==> src/rtl/t01_input_arbiter.sv <==
// Button-to-action arbiter: edge detect, per-action pending flags, fixed-priority
// valid/ready offer, DAS/ARR auto-repeat for left/right. Optional T01_ARB_STATS_EN adds coalesce_cnt.
module t01_input_arbiter #(
  parameter int unsigned DAS_DELAY  = 4000000,
  parameter int unsigned ARR_PERIOD = 1250000,
  parameter int unsigned CNT_W      = 23
) (
  input  logic       clk,
  input  logic       rst_n,
  input  logic       play_en,
  input  logic       btn_right,
  input  logic       btn_left,
  input  logic       btn_rot_r,
  input  logic       btn_rot_l,
  input  logic       btn_drop,
  input  logic       act_ready,
  output logic       act_valid,
  output logic [2:0] act_code,
  output logic [4:0] pending,
  output logic       repeat_active
`ifdef T01_ARB_STATS_EN
  ,
  output logic [7:0] coalesce_cnt
`endif
);

  localparam int unsigned NBTN = 5;
  localparam logic [CNT_W-1:0] DAS_LOAD = CNT_W'(DAS_DELAY - 1);
  localparam logic [CNT_W-1:0] ARR_LOAD = CNT_W'(ARR_PERIOD - 1);

  typedef enum logic {A_IDLE, A_OFFER} arb_state_t;
  typedef enum logic [1:0] {R_OFF, R_DAS, R_ARR} rep_state_t;

  logic [NBTN-1:0] btn, btn_prev, rise, rep_set, grant, pend_d;
  arb_state_t      arb_q, arb_d;
  rep_state_t      rep_q, rep_d;
  logic [CNT_W-1:0] cnt_q, cnt_d;
  logic            dir_q, dir_d;
  logic            valid_d;
  logic [2:0]      code_d, sel_code;
  logic            xfer, hgrant, gdir, gbtn, tracked_btn, retarget, fire;

  // Bit order matches pending: {drop, rot_l, rot_r, left, right}
  assign btn  = {btn_drop, btn_rot_l, btn_rot_r, btn_left, btn_right};
  assign rise = btn & ~btn_prev;
  assign xfer = (arb_q == A_OFFER) & act_ready & play_en;

  // Priority rot_r > rot_l > right > left > drop; code is pending bit index + 1
  always_comb begin
    sel_code = 3'd0;
    if (pending[2])      sel_code = 3'd3;
    else if (pending[3]) sel_code = 3'd4;
    else if (pending[0]) sel_code = 3'd1;
    else if (pending[1]) sel_code = 3'd2;
    else if (pending[4]) sel_code = 3'd5;
  end

  always_comb begin
    grant = '0;
    for (int i = 0; i < NBTN; i++)
      grant[i] = xfer && (act_code == 3'(i + 1));
  end

  // Arbiter next state
  always_comb begin
    arb_d = arb_q;
    case (arb_q)
      A_IDLE:  if (play_en && (|pending)) arb_d = A_OFFER;
      A_OFFER: if (!play_en || act_ready) arb_d = A_IDLE;
      default: arb_d = A_IDLE;
    endcase
  end

  // Arbiter outputs; the offer is held until transfer or flush
  always_comb begin
    valid_d = 1'b0;
    code_d  = 3'd0;
    case (arb_q)
      A_IDLE: if (play_en && (|pending)) begin
        valid_d = 1'b1;
        code_d  = sel_code;
      end
      A_OFFER: if (play_en && !act_ready) begin
        valid_d = 1'b1;
        code_d  = act_code;
      end
      default: ;
    endcase
  end

  assign hgrant      = grant[0] | grant[1];
  assign gdir        = grant[1];
  assign gbtn        = gdir ? btn_left : btn_right;
  assign tracked_btn = dir_q ? btn_left : btn_right;
  assign retarget    = play_en && hgrant && gbtn && ((rep_q == R_OFF) || (gdir != dir_q));
  assign fire        = play_en && !retarget && (rep_q != R_OFF) && tracked_btn && (cnt_q == '0);

  // Repeat tracker next state
  always_comb begin
    rep_d = rep_q;
    cnt_d = cnt_q;
    dir_d = dir_q;
    if (!play_en) begin
      rep_d = R_OFF;
      cnt_d = '0;
    end else if (retarget) begin
      rep_d = R_DAS;
      cnt_d = DAS_LOAD;
      dir_d = gdir;
    end else if (rep_q != R_OFF) begin
      if (!tracked_btn) begin
        rep_d = R_OFF;
        cnt_d = '0;
      end else if (fire) begin
        rep_d = R_ARR;
        cnt_d = ARR_LOAD;
      end else begin
        cnt_d = cnt_q - CNT_W'(1);
      end
    end
  end

  // Repeat tracker output: re-arm the tracked direction's pending bit
  always_comb begin
    rep_set = '0;
    if (fire) begin
      if (dir_q) rep_set[1] = 1'b1;
      else       rep_set[0] = 1'b1;
    end
  end

  // Set wins over the grant clear
  assign pend_d = play_en ? ((pending & ~grant) | rise | rep_set) : '0;

  always_ff @(posedge clk or negedge rst_n) begin
    if (!rst_n) begin
      btn_prev      <= '0;
      pending       <= '0;
      arb_q         <= A_IDLE;
      act_valid     <= 1'b0;
      act_code      <= 3'd0;
      rep_q         <= R_OFF;
      cnt_q         <= '0;
      dir_q         <= 1'b0;
      repeat_active <= 1'b0;
    end else begin
      btn_prev      <= btn;
      pending       <= pend_d;
      arb_q         <= arb_d;
      act_valid     <= valid_d;
      act_code      <= code_d;
      rep_q         <= rep_d;
      cnt_q         <= cnt_d;
      dir_q         <= dir_d;
      repeat_active <= (rep_d != R_OFF);
    end
  end

`ifdef T01_ARB_STATS_EN
  // Counts cycles where a new request lands on an already-pending action
  always_ff @(posedge clk or negedge rst_n) begin
    if (!rst_n)
      coalesce_cnt <= 8'd0;
    else if ((|((rise | rep_set) & pending)) && (coalesce_cnt != 8'hFF))
      coalesce_cnt <= coalesce_cnt + 8'd1;
  end
`endif

endmodule

==> config.mk <==
export PLATFORM = sky130hd
export DESIGN_NAME = t01_input_arbiter
export DESIGN_NICKNAME = d
export VERILOG_FILES = /design/src/rtl/t01_input_arbiter.sv
export SDC_FILE = /design/constraint.sdc
export NUM_CORES = 1
export LEC_CHECK = 0
export ABC_CLOCK_PERIOD_IN_PS = 2800
export CAP_MARGIN = 20
export CELL_PAD_IN_SITES_DETAIL_PLACEMENT = 1
export CELL_PAD_IN_SITES_GLOBAL_PLACEMENT = 2
export CORE_MARGIN = 10
export CORE_UTILIZATION = 36
export CTS_CLUSTER_SIZE = 12
export DETAILED_ROUTE_END_ITERATION = 6
export GPL_TIMING_DRIVEN = 0
export PLACE_DENSITY = 0.74
export REMOVE_ABC_BUFFERS = 1
export SKIP_CTS_REPAIR_TIMING = 1
export SYNTH_ARGS = -nofsm -noshare
export SYNTH_HDL_FRONTEND = slang
export SYNTH_SLANG_ARGS = --single-unit
==> constraint.sdc <==
create_clock -name clk -period 2.8 [get_ports clk]
set_clock_uncertainty 0.15 [all_clocks]
set_input_delay 0.56 -clock clk [delete_from_list [all_inputs] [get_ports clk]]
set_output_delay 0.56 -clock clk [all_outputs]
set_load 0.05 [all_outputs]
# == Word level (Yosys, flattened, before mapping) ==
# Index checks and enable logic that the tools add are counted.
# Widths: inputs -> output; s select.
# classes
addsub,1
multipliers,0
n_div,0
order_cmp,0
n_eq_ne,8
n_shift,0
mux,29
n_bitwise,10
n_reduce_logical,25
# op_table
cell,n
$mux 23,5
$logic_not 23->1,1
$sub 23x1->23 const B,1
$mux 3,7
$logic_and 1x1->1,14
$mux 2,6
$and 5x5->5,2
$not 5->5,2
$mux 1,7
$eq 3x2->1 const B,2
$eq 3x3->1 const B,2
$pmux 3 s2,1
$mux 5,1
$or 5x2->5,1
$or 5x5->5,1
$reduce_or 5->1,1
$pmux 1 s2,2
$reduce_bool 2->1,2
$eq 3x1->1 const B,1
$logic_not 1->1,3
$ne 3x1->1 const B,1
$and 1x1->1,2
$logic_not 2->1,1
$logic_or 1x1->1,2
other kinds (5),5
# word_totals
reg_bits,42
latch_bits,0
ramBits,0
mem_bits_ro,0
output_inout_bits,10
elab_cells,82
n_memories,0

# == Depth between registers and ports, before layout ==
# Gate-level depths: netlist of the first run.
# logic_depth
word_depth,18
depth_mapped,9
ltp_nobuf,7

# == Least setup slack after synthesis of the first run ==
# OpenSTA, ideal clock, no wires.
# synth_path
path_kind,reg-to-reg
from,register cnt_q[0]
to,register cnt_q[11]
arrival_ns,2.074
path_slack_ns,0.453
stages_incl_launch_ff,10
n_path_buf,2
synth_period_minus_slack_ns,2.347
path_cell_list,dfrtp_1 -> inv_1 -> ha_1 -> or3b_1 -> buf_2 -> nor4_4 -> and3_1 -> buf_4 -> a21oi_1 -> a211o_1
# synth_between
elab_chain_len,7
elab_cells_between_ends,8
# synth_lines
item,line,source
from (decl),37,"logic [CNT_W-1:0] cnt_q, cnt_d;"
from (signal assigned),153,cnt_q <= cnt_d;
"parallel branches: the longest is 2 deep, another holds $sub 23x1->23",n/a,
$mux 23 *,114,end else if (fire) begin
$mux 23 *,111,if (!tracked_btn) begin
$mux 23 *,110,end else if (rep_q != R_OFF) begin
$mux 23 *,106,end else if (retarget) begin
$mux 23 *,103,if (!play_en) begin
# Every way passes the cells marked *. The select of a mux whose other input is x is not followed.
# A chain may end at the register's enable or synchronous reset.

# == Final worst setup path of the first run ==
# layout_path
from,input port btn_left
to,register cnt_q[17]
# layout_between
elab_chain_len,13
elab_cells_between_ends,15
# layout_lines
item,line,source
from (decl),12,"input logic btn_left,"
$mux 1,93,assign gbtn = gdir ? btn_left : btn_right;
$logic_and 1x1->1 (2 in series),95,assign retarget = play_en && hgrant && gbtn && ((rep_q == R_OFF) || (gdir != dir_q));
$logic_not 1->1,96,assign fire = play_en && !retarget && (rep_q != R_OFF) && tracked_btn && (cnt_q == '0);
$logic_and 1x1->1 (4 in series),96,
$mux 23,114,
$mux 23,111,
$mux 23,110,
$mux 23,106,
$mux 23,103,
# Parallel ways exist; a longest one is shown, timed or not. The select of a mux whose other input is x is not followed.

==> results.md, run 1 <==
Clock tree:
- The TritonCTS clock tree is yes.
- The clock root buffer is sky130_fd_sc_hd__clkbuf_8.
- The clock net in this run drives a total of around 40 sinks.
- The insertion delay of the later-clocked pin in the worst-skew pair is slightly above 0.3 ns.
- The CTS buffer count is 5.
- The clock input transition at the sequential cells of the worst setup and hold paths is 0.09 ns.
- The maximum clock insertion buffer count is 2.
- The number of levels in the clock H-tree is 2.

Global route:
- The first global-routing pass estimated roughly 12000 um of wire.
- The global-route usage over all layers is 14.03%.
- The most heavily used metal layer in global routing is met2.
- The number of global-route vias before repair was roughly 2200.
- The number of antenna violations at the first check in global routing came to 0.
- For this run the aggregate overflow at the end of global routing stands at 0.
- For this run, global-route usage on met3 was measured as between 3 and 4%.
- In the global route stage, met1 resource usage came out at a little under a fifth.
- Entering global routing, the biggest net connects 22 pins.
- The met2 track utilization from global routing is between 20% and 30%.

Setup path:
- The start point of the critical path is btn_left.
- The endpoint required time on the critical path is between 2 and 3 ns.
- The maximum fanout along the worst path is 16.
- The launch point of the worst reg-to-reg path is cnt_q[0].
- Walking the worst path, the cells encountered are clkdlybuf4s50_1, mux2i_1, nor3_1, o211a_1, a32o_1, a22o_1.
- For this run, the slowest stage of the critical path takes between 0.6 and 0.7 ns.
- STA classifies the critical path startpoint as an input pin.
- The kind of cell with the highest combined delay along the critical path is compound AO/OA/AOI/OAI gates.
- The critical path runs through a total of 6 cells.
- The classification of the worst setup path is input pin to flop.
- The category of the worst setup path capture point is a flop.
- The slowest stage of the critical path is the sky130_fd_sc_hd__mux2i_1 cell.
- The arrival time of the worst setup path is ~2.7 ns.
- Counting cells, the worst reg-to-reg path comes to 7.
- The worst register-to-register path ends at cnt_q[11].
- Across all register-to-register paths, the minimum setup slack is about 0.24 ns.
- The number of buffer and inverter instances along the worst setup path is 1.

Yosys:
- The share of flip-flops with an asynchronous set or reset after synthesis is 100.0%.
- The distinct cell type count of the synthesized netlist is 53.
- Yosys mapped a number of flops with a built-in enable equal to 0.
- The primary flip-flop cell chosen by synthesis mapping is sky130_fd_sc_hd__dfrtp_1.
- After synthesis, the mean cell area works out to 9.369 um^2.
- In this run, synthesis produced a sequential element count of 41.
- For this run, the number of Yosys warnings is 0.
- The post-synthesis sequential area ratio is between 40 and 50%.
- The total standard cell area after synthesis is 2323 um^2.
- After technology mapping, the gate count stands at about 250.

Timing:
- The count of endpoints failing setup in the final report is 0.
- For the pin with the worst max-slew slack, the measured transition is roughly 0.74 ns.
- Setup repair after global routing could not meet its margin everywhere.
- The total count of hold-check failures in the final report is 0.
- The number of pins exceeding their max-slew limit in the final report was 0.
- After layout, the minimum clock period comes to approximately 2.7 ns.
- Final hold analysis gives a worst-case slack of ~0.088 ns.
- The worst-case headroom to the max-slew limit is 49.10%.
- The top achievable clock speed is about 380 MHz.
- Across all setup checks in the final design, the least slack found is ~0.15 ns.
- Dividing the final minimum period by the clock period gives between 90% and 100%.

Cells and area:
- The number of fill cells is between 700 and 800.
- The post-route netlist has 11.74% of its cells at a drive strength greater than 1.
- The most frequent standard cell in the layout excluding fill and tap cells is sky130_fd_sc_hd__dfrtp_1.
- The signed area change from the synthesized netlist to the final layout is 15.72%.
- Measured on the finished design, the core utilization comes to a little over two fifths.
- In the final design database the tool counted between 200 and 300 nets.
- 0 antenna diodes ended up in the layout.
- In the layout the commonest cells are sky130_fd_sc_hd__dfrtp_1, sky130_fd_sc_hd__a21oi_1, sky130_fd_sc_hd__o21ai_0.

Detailed routing:
- The wire length per cell is slightly below 20 um.
- For this run, design rule violations remaining after detail routing come to 0.
- Across all layers, the routed design uses roughly 2000 vias.
- The average via count per standard cell is roughly 5.9.
- After the first detailed-routing iteration, the DRC count stood at 54.
- The routed wire length is around 6700 um.
- The remaining antenna violation count after routing is 0.
- The pre-antenna-repair detailed-routing pass consisted of 4 iterations.

Flow run:
- The number of max-capacitance violations reported is 0.

Placement:
- The congestion estimate from routability-driven global placement came to 0.7745.
- The post-placement setup slack is -0.8986 ns.
- The number of buffer cells added on primary ports is 18.
- Once detailed placement completed, the half-perimeter wirelength came to between 4000 and 5000 um.

Hold path:
- The classification of the worst-slack hold path is input pin to async pin.

Floorplan:
- The core region area is roughly 6300 um^2.
- The initial utilization of the core area, before any placement, comes to a little under two fifths.
- From bottom edge to top edge, the die measures 100.3 um.
- The number of placement rows is 29.
- The number of primary I/O pins is 19.
- The full die area is between 10000 and 15000 um^2.
- From left edge to right edge, the die measures around 100 um.

Power and ir drop:
- The static leakage power is roughly 0.0012 uW.
- In this run the power density over the cells is around 510 nW/um^2.
- The worst voltage drop across the vdd grid is ~0.00024 V.
- The net switching power figure is between 400 and 500 uW.
- The share of power burned in the clock network is 29.2%.
- Cell internal power was estimated by the tool at between 800 and 900 uW.
- Combinational logic burns roughly a quarter of the power.
- The overall power of the completed layout is approximately 1400 uW.
- The share of total power dissipated in sequential elements is a little under half.
- The switching part of the total is between 30% and 40%.

Outcome:
- The run finished with clean final reports.
flip-flops by register name (all words and copies together), names as in the netlist:
signal	cells
dir_q	1
pending	5
act_code	3
rep_q	2
repeat_active	1
act_valid	1
btn_prev	5
cnt_q	23
area by class of cell:
class	count	area (um^2)	area share, %
multi-input combinational	183	1222	45.46
sequential	41	1026	38.16
timing repair buffer	20	212.7	7.911
tap	77	96.34	3.583
clock buffer	5	68.82	2.559
inverter	12	45.04	1.675
clock inverter	3	17.52	0.6515
cell families after synthesis:
logic type                 synth area share [%]
DFF                                       44.16
buffers and inverters                     4.254
xor gates and xnor gates                 0.7540
and+or+nand+nor                           23.64
adders and majority gates                0.5384
AOI/OAI and AO/OA                         24.45
muxes                                     2.208
per-stage QoR:
step           setup TNS (ns)  std cells  instance area [um^2]
3_5_place_dp           -20.54        333                  2586
6_report                    0        341                  2689
2_1_floorplan               0        236                  2270
5_1_grt             -0.007691        341                  2689
4_1_cts                -10.41        341                  2673
3_3_place_gp           -28.69        331                  2546
per-layer routing:
metal  vias to the layer above  routed length [um]
li1                        959                   -
met3                         6                 191
met2                        22                3054
met4                         0                  68
met1                      1039                3410
met5                         -                   0
synth_stat cells, types with 3 or more instances:
| library cell | instances | area (um^2) |
|---|---|---|
| sky130_fd_sc_hd__a211o_1 | 4 | 35.03 |
| sky130_fd_sc_hd__a21oi_1 | 21 | 105.1 |
| sky130_fd_sc_hd__a31oi_1 | 6 | 37.54 |
| sky130_fd_sc_hd__a32oi_1 | 3 | 26.28 |
| sky130_fd_sc_hd__buf_2 | 4 | 20.02 |
| sky130_fd_sc_hd__clkbuf_1 | 7 | 26.28 |
| sky130_fd_sc_hd__dfrtp_1 | 41 | 1026 |
| sky130_fd_sc_hd__inv_1 | 12 | 45.04 |
| sky130_fd_sc_hd__mux2i_1 | 4 | 40.04 |
| sky130_fd_sc_hd__nand2_1 | 19 | 71.32 |
| sky130_fd_sc_hd__nand3_1 | 7 | 35.03 |
| sky130_fd_sc_hd__nand4_1 | 6 | 37.54 |
| sky130_fd_sc_hd__nor2_1 | 17 | 63.81 |
| sky130_fd_sc_hd__nor2b_1 | 4 | 25.02 |
| sky130_fd_sc_hd__nor3_1 | 10 | 50.05 |
| sky130_fd_sc_hd__nor4_4 | 3 | 63.81 |
| sky130_fd_sc_hd__o211ai_1 | 4 | 30.03 |
| sky130_fd_sc_hd__o21a_1 | 6 | 45.04 |
| sky130_fd_sc_hd__o21ai_0 | 20 | 100.1 |
| sky130_fd_sc_hd__o31ai_1 | 4 | 30.03 |
| sky130_fd_sc_hd__or3_1 | 3 | 18.77 |
| sky130_fd_sc_hd__or4_4 | 3 | 33.78 |
power by group through the flow:
stage	Sequential, uW	Clock (uW)	Combinational (uW)
after floorplan	690	0	160
after global placement	660	0	309
after detailed placement	660	0	321
after CTS	649	416	322
after global routing	653	436	359
final	648	402	327
how the worst max path moves through the flow:
stage               slack (ns)        end
finish                    0.15  cnt_q[17]
global route            -0.008   cnt_q[4]
CTS                      -0.57  cnt_q[18]
detailed placement       -0.90  cnt_q[18]
global placement         -0.90  cnt_q[18]
floorplan                 0.23  cnt_q[17]
No activity file was read; power rests on OpenSTA's default activity.
==> run 2: changes to the inputs <==
RECOVER_POWER = 100   (was unset)
==> run 2 against run 1 <==
Effect of this change: largest cell class unchanged; critical path type unchanged; register-to-register slack hardly changed; sequential share of layout area is 0.36 points higher; critical path depth unchanged.
==> results.md, run 2 (synthesis gave the netlist of run 1 again) <==
Floorplan:
- The number of placement rows is 29 (unchanged).
- The die height came to 100.3 um (unchanged).
- The effective utilization at floorplan is 36.80% (unchanged).
- The horizontal die dimension is 100.3 um (unchanged).
- The full die area came to 10070 um^2 (unchanged).
- The core region area was 6314 um^2 (unchanged).
- The number of primary I/O pins is 19 (unchanged).

Clock tree:
- The CTS sink count is 41 (unchanged).
- The clock root buffer is sky130_fd_sc_hd__clkbuf_8.
- The clock input transition at the sequential cells of the worst setup and hold paths is 0.09 ns (about the same).
- The CTS buffer count is 5 (unchanged).
- The maximum clock insertion buffer count is 2 (unchanged).
- TritonCTS built the clock tree.
- The number of levels in the clock H-tree was 2 (unchanged).
- The insertion delay of the later-clocked pin in the worst-skew pair is 0.30 ns (about the same).

Cells and area:
- The flip-flop count of the largest register after layout is 23 (unchanged).
- The multi-input logic area is 1222 um^2 (unchanged).
- The utilization of the core after routing is 42.19% (-0.40 points).
- The fraction of final layout cells sized beyond drive strength 1 was 10.98% (-0.76 points).
- The area growth from synthesis to layout is 14.65%.
- In the layout the commonest cells are sky130_fd_sc_hd__dfrtp_1, sky130_fd_sc_hd__a21oi_1, sky130_fd_sc_hd__o21ai_0.
- The non-filler instance count after layout was 341 (unchanged).
- The sequential cell area in the final layout is 1026 um^2 (unchanged).
- The antenna diode instance count is 0 (unchanged).
- The most frequent standard cell in the layout excluding fill and tap cells is sky130_fd_sc_hd__dfrtp_1.
- The number of fill cells is 749 (+0.27%).
- The final-stage net count is 273 (unchanged).
- Ranked by flip-flop count, first place goes to cnt_q.
- The largest registers in the layout are cnt_q: 23 flops, btn_prev: 5 flops, pending: 5 flops.

Timing:
- The smallest setup slack after layout was 0.1356 ns (-0.01011 ns).
- The worst-case headroom to the max-slew limit is 20.08% (-29 points).
- The transition time of the tightest slew-check pin was 1.199 ns (+0.4566 ns).
- The ratio of final minimum period to clock period was 95.16% (+0.36 points).
- The number of pins exceeding their max-slew limit in the final report is 0 (unchanged).
- The clock period minus final worst setup slack is 2.664 ns (+0.01011 ns).
- The count of endpoints failing setup in the final report is 0 (unchanged).
- Setup repair after global routing could not meet its margin everywhere.
- The top achievable clock speed is 375.3 MHz (-0.38%).
- The total count of hold-check failures in the final report is 0 (unchanged).

Power and ir drop:
- The overall power of the completed layout came to 1368 uW (-0.74%).
- The worst voltage drop across the vdd grid was 0.0002428 V (+0.22%).
- The power density over the cells came to 513.4 nW/um^2 (+0.19%).
- The static leakage power is 0.001202 uW (+1.0%).

Setup path:
- The path depth of the worst reg2reg path came to 7 (unchanged).
- STA classifies the critical path startpoint as an input pin.
- The arrival time of the worst setup path is 2.72 ns (about the same).
- The maximum fanout along the worst path is 16 (unchanged).
- The classification of the worst setup path is input pin to flop.
- The category of the worst setup path capture point is a flop.
- The endpoint required time on the critical path was 2.85 ns (about the same).

Placement:
- The half-perimeter wire length of the detailed placement result is 4754 um (unchanged).
- The number of placed cells counting well taps is 333 (unchanged).
- The number of buffer cells added on primary ports was 18 (unchanged).
- The weighted congestion at the end of routability-driven global placement is 0.7745 (unchanged).
- The post-placement setup slack is -0.8986 ns (unchanged).

Detailed routing:
- The wire length per cell came to 19.65 um (-0.36%).
- The number of DRC violations after detailed-routing iteration 0 is 71 (+31%).
- The first-pass detailed-route iteration total was 4 (unchanged).
- The routed wire length is 6701 um (-0.36%).
- The average via count per standard cell is 5.918 (-0.39%).
- The total number of vias is 2018 (-0.39%).
- The DRC violations left is 0 (unchanged).
- The remaining antenna violation count after routing is 0 (unchanged).

Outcome:
- The run finished with clean final reports.

Global route:
- The leftover overflow at the end of global routing is 0 (unchanged).
- The largest net degree at the start of global routing was 22 (unchanged).
- The number of antenna violations at the first check in global routing is 0 (unchanged).
- The global-route usage over all layers was 14.03% (unchanged).
- The global-route wire length before repair is 11520 um (unchanged).
- The number of global-route vias before repair is 2195 (unchanged).

Hold path:
- In this run the worst hold path is classified as input pin to async pin.

Flow run:
- The number of max-capacitance violations reported was 0 (unchanged).
run 2: power by group:
group | internal (uW) | leakage (uW) | total [uW] | switching (uW)
Combinational | 102 | 0.000608 | 317 | 215
Sequential | 617 | 0.000550 | 648 | 31.1
Clock | 173 | 0.0000439 | 403 | 231
Total | 891 | 0.00120 | 1370 | 476
run 2: metal layers:
| layer | global-route usage, % | share of wire [%] | up-vias |
|---|---|---|---|
| met5 | 0 | 0 | - |
| met4 | 3.587 | 1.0 | 0 |
| met3 | 3.022 | 2.9 | 6 |
| met2 | 22.60 | 46 | 18 |
| met1 | 18.54 | 50 | 1034 |
| li1 | - | - | 960 |
run 2: worst paths after layout:
path | to | slack (ns) | startpoint
max in group asynchronous | cnt_q[8] | 0.51 | rst_n
worst min-delay path | act_code[2] | 0.32 | rst_n
worst max register to register | cnt_q[11] | 0.24 | cnt_q[0]
worst max-delay path | cnt_q[17] | 0.14 | act_ready
min in group clk | pending[2] | 0.36 | btn_prev[2]
worst min register to register | pending[2] | 0.36 | btn_prev[2]
run 2: worst max-delay path: stages:
cell	delay, ns
sky130_fd_sc_hd__clkdlybuf4s50_1	0.54
sky130_fd_sc_hd__nand4b_1	0.17
sky130_fd_sc_hd__or3_1	0.43
sky130_fd_sc_hd__o211a_1	0.48
sky130_fd_sc_hd__a32o_1	0.31
sky130_fd_sc_hd__a22o_1	0.22
run 2: area by class of cell:
type,instances,area share [%]
Clock buffer,5,2.583
Clock inverter,3,0.6576
Inverter,12,1.691
Multi-Input combinational cell,183,45.89
Sequential cell,41,38.52
Tap cell,77,3.617
Timing Repair Buffer,20,7.046
run 2: stage by stage:
| stage | hold slack, ns | instance area [um^2] | setup TNS [ns] |
|---|---|---|---|
| global placement | 0.3349 | 2546 | -28.69 |
| floorplan | 0.1144 | 2270 | 0 |
| detailed placement | 0.3439 | 2586 | -20.54 |
| global route | 0.3833 | 2664 | -0.007693 |
| CTS | 0.09715 | 2673 | -10.41 |
| finish | 0.3193 | 2664 | 0 |
==> run 3: changes to the inputs <==
PLACE_DENSITY = unset   (was 0.74)
PLACE_DENSITY_LB_ADDON = 0.1   (was unset)
==> run 3 against run 2 <==
Effect of this change: worst hold slack lost 0.0023 ns; final area grew 0.19%; flip-flop and latch count is the same; clock-buffer cell count is the same; total power grew 0.61%.
==> results.md, run 3 (synthesis gave the netlist of run 1 again) <==
Cells and area:
- In the final layout, the registers with the most flip-flops are cnt_q: 23 flops, btn_prev: 5 flops, pending: 5 flops.
- The signed area change from the synthesized netlist to the final layout is 14.86%.
- The final-stage net count is 273 (unchanged).
- The final standard cell area without fillers is 2669 um^2 (+0.19%).
- The flip-flop count of the largest register after layout came to 23 (unchanged).
- The number of fill cells was 739 (-1.3%).
- The library cell used most frequently in the layout, excluding fill and tap cells, is sky130_fd_sc_hd__dfrtp_1.
- In the layout the commonest cells are sky130_fd_sc_hd__dfrtp_1, sky130_fd_sc_hd__a21oi_1, sky130_fd_sc_hd__o21ai_0.
- The fraction of final layout cells sized beyond drive strength 1 is 11.36% (+0.38 points).
- The antenna diode instance count was 0 (unchanged).
- Ranked by flip-flop count, first place goes to cnt_q.
- The non-filler instance count after layout is 341 (unchanged).

Detailed routing:
- The wire length per cell was 19.44 um (-1.1%).
- The DRC violations left is 0 (unchanged).
- The average via count per standard cell was 5.903 (-0.25%).
- The number of DRC violations after detailed-routing iteration 0 came to 126 (+77%).
- The first-pass detailed-route iteration total is 5 (+1).
- The routed wire length is 6628 um (-1.1%).
- The remaining antenna violation count after routing came to 0 (unchanged).
- The total number of vias is 2013 (-0.25%).

Setup path:
- The slack of the worst reg-to-reg path was 0.18 ns (-0.06 ns).
- The endpoint required time on the critical path came to 2.84 ns (about the same).
- The startpoint class of the critical path is an input pin.
- The classification of the worst setup path is input pin to flop.
- The signal on the critical path passes through clkdlybuf4s50_1, nand4b_1, or3_1, o211a_1, a32o_1, a22o_1.
- The largest incremental delay on the critical path is 0.54 ns (about the same).
- The number of buffer and inverter instances along the worst setup path came to 1 (unchanged).
- The maximum fanout along the worst path came to 16 (unchanged).
- The arrival time of the worst setup path is 2.75 ns (+0.03 ns).
- The worst setup path is captured at a flop.
- The total stage count of the critical path came to 6 (unchanged).
- The path depth of the worst reg2reg path is 7 (unchanged).
- Grouping stages by cell kind, the critical path spends the most delay in compound AO/OA/AOI/OAI gates.
- The largest individual stage delay along the critical path comes from the cell sky130_fd_sc_hd__clkdlybuf4s50_1.

Floorplan:
- The number of primary I/O pins was 19 (unchanged).
- The core region area is 6314 um^2 (unchanged).
- The horizontal die dimension is 100.3 um (unchanged).
- The die height came to 100.3 um (unchanged).
- The full die area is 10070 um^2 (unchanged).
- The number of placement rows is 29 (unchanged).
- The effective utilization at floorplan was 36.80% (unchanged).

Power and ir drop:
- The worst voltage drop across the vdd grid is 0.0002042 V (-16%).
- The static leakage power came to 0.001206 uW (+0.32%).
- The share of power burned in the clock network came to 30.2% (+0.7 points).
- The net switching power figure is 481.8 uW (+1.1%).
- The share of power burned in combinational logic came to 22.6% (-0.6 points).
- The power density over the cells was 515.6 nW/um^2 (+0.42%).
- The part of the power in registers is 47.2% (-0.2 points).
- The switching part of the total is 35.01% (+0.18 points).
- The internal power of the cells is 894.2 uW (+0.34%).

Outcome:
- The run finished with clean final reports.

Global route:
- The largest net degree at the start of global routing came to 22 (unchanged).
- The number of antenna violations at the first check in global routing is 0 (unchanged).
- The number of global-route vias before repair is 2037 (-7.2%).
- The global-route wire length before repair is 11010 um (-4.5%).
- The leftover overflow at the end of global routing is 0 (unchanged).
- The global-route usage over all layers is 13.48% (-0.55 points).

Timing:
- The ratio of final minimum period to clock period was 96.69% (+1.5 points).
- The worst-case headroom to the max-slew limit came to 21.39% (+1.3 points).
- The top achievable clock speed was 369.4 MHz (-1.6%).
- The final sum of negative setup slack was 0 ns (unchanged).
- Setup repair after global routing left no endpoint under its margin.
- The count of endpoints failing setup in the final report is 0 (unchanged).
- The total count of hold-check failures in the final report is 0 (unchanged).
- The clock period minus final worst setup slack is 2.707 ns (+0.04293 ns).
- The number of pins exceeding their max-slew limit in the final report was 0 (unchanged).
- The transition time of the tightest slew-check pin was 1.179 ns (-0.01960 ns).

Clock tree:
- The CTS buffer count was 5 (unchanged).
- The CTS sink count is 41 (unchanged).
- TritonCTS built the clock tree.
- The maximum clock insertion buffer count was 2 (unchanged).
- The tree is rooted in a sky130_fd_sc_hd__clkbuf_8.
- The number of levels in the clock H-tree came to 2 (unchanged).
- The clock input transition at the sequential cells of the worst setup and hold paths is 0.09 ns (about the same).
- The insertion delay of the later-clocked pin in the worst-skew pair is 0.30 ns (about the same).

Placement:
- The total cell area at the placement stage came to 2586 um^2 (unchanged).
- The weighted congestion at the end of routability-driven global placement is 0.7592 (-2.0%).
- The number of placed cells counting well taps is 333 (unchanged).
- The number of buffer cells added on primary ports is 18 (unchanged).
- The half-perimeter wire length of the detailed placement result is 4595 um (-3.3%).

Hold path:
- The min-delay analysis places its worst path in the category input pin to async pin.

Flow run:
- The number of max-capacitance violations reported is 0 (unchanged).
[run 3: worst paths after layout]
check,from,endpoint
max,act_ready,cnt_q[17]
min reg2reg,btn_prev[3],pending[3]
max reg2reg,cnt_q[0],cnt_q[11]
min,rst_n,act_valid
min in group clk,btn_prev[3],pending[3]
max in group asynchronous,rst_n,cnt_q[7]
[run 3: power groups by stage]
stage	Clock [uW]	Sequential, uW	Combinational [uW]
global placement	0	661	310
global route	452	655	343
floorplan	0	690	160
finish	415	650	311
detailed placement	0	661	315
CTS	428	650	317
[run 3: final cells by class]
cell class / count / area (um^2) / share of cell area [%]
clock buffer: 5 / 68.82 / 2.579
timing repair buffer: 20 / 187.7 / 7.032
multi-input combinational: 183 / 1224 / 45.85
tap: 77 / 96.34 / 3.610
clock inverter: 3 / 21.27 / 0.7970
inverter: 12 / 45.04 / 1.688
sequential: 41 / 1026 / 38.44
[run 3: metrics by stage]
stage | utilization (%) | setup slack (ns) | hold WS [ns] | power, uW
final | 42.27 | 0.09263 | 0.3170 | 1376
after global routing | 42.27 | 0.0002971 | 0.3871 | 1449
after CTS | 42.39 | -0.5923 | 0.1082 | 1395
after detailed placement | 40.96 | -0.9047 | 0.3415 | 976.1
after global placement | 40.33 | -0.8912 | 0.3413 | 970.3
after floorplan | - | 0.2319 | 0.1144 | 849.9
[run 3: layer usage]
| metal | part of all wire (%) | vias up | wire (um) | global-route usage [%] |
|---|---|---|---|---|
| li1 | - | 969 | - | - |
| met1 | 52 | 1017 | 3475 | 18.93 |
| met2 | 44 | 21 | 2942 | 20.72 |
| met3 | 2.3 | 6 | 153 | 2.747 |
| met4 | 0.86 | 0 | 57 | 2.935 |
| met5 | 0 | - | 0 | 0 |
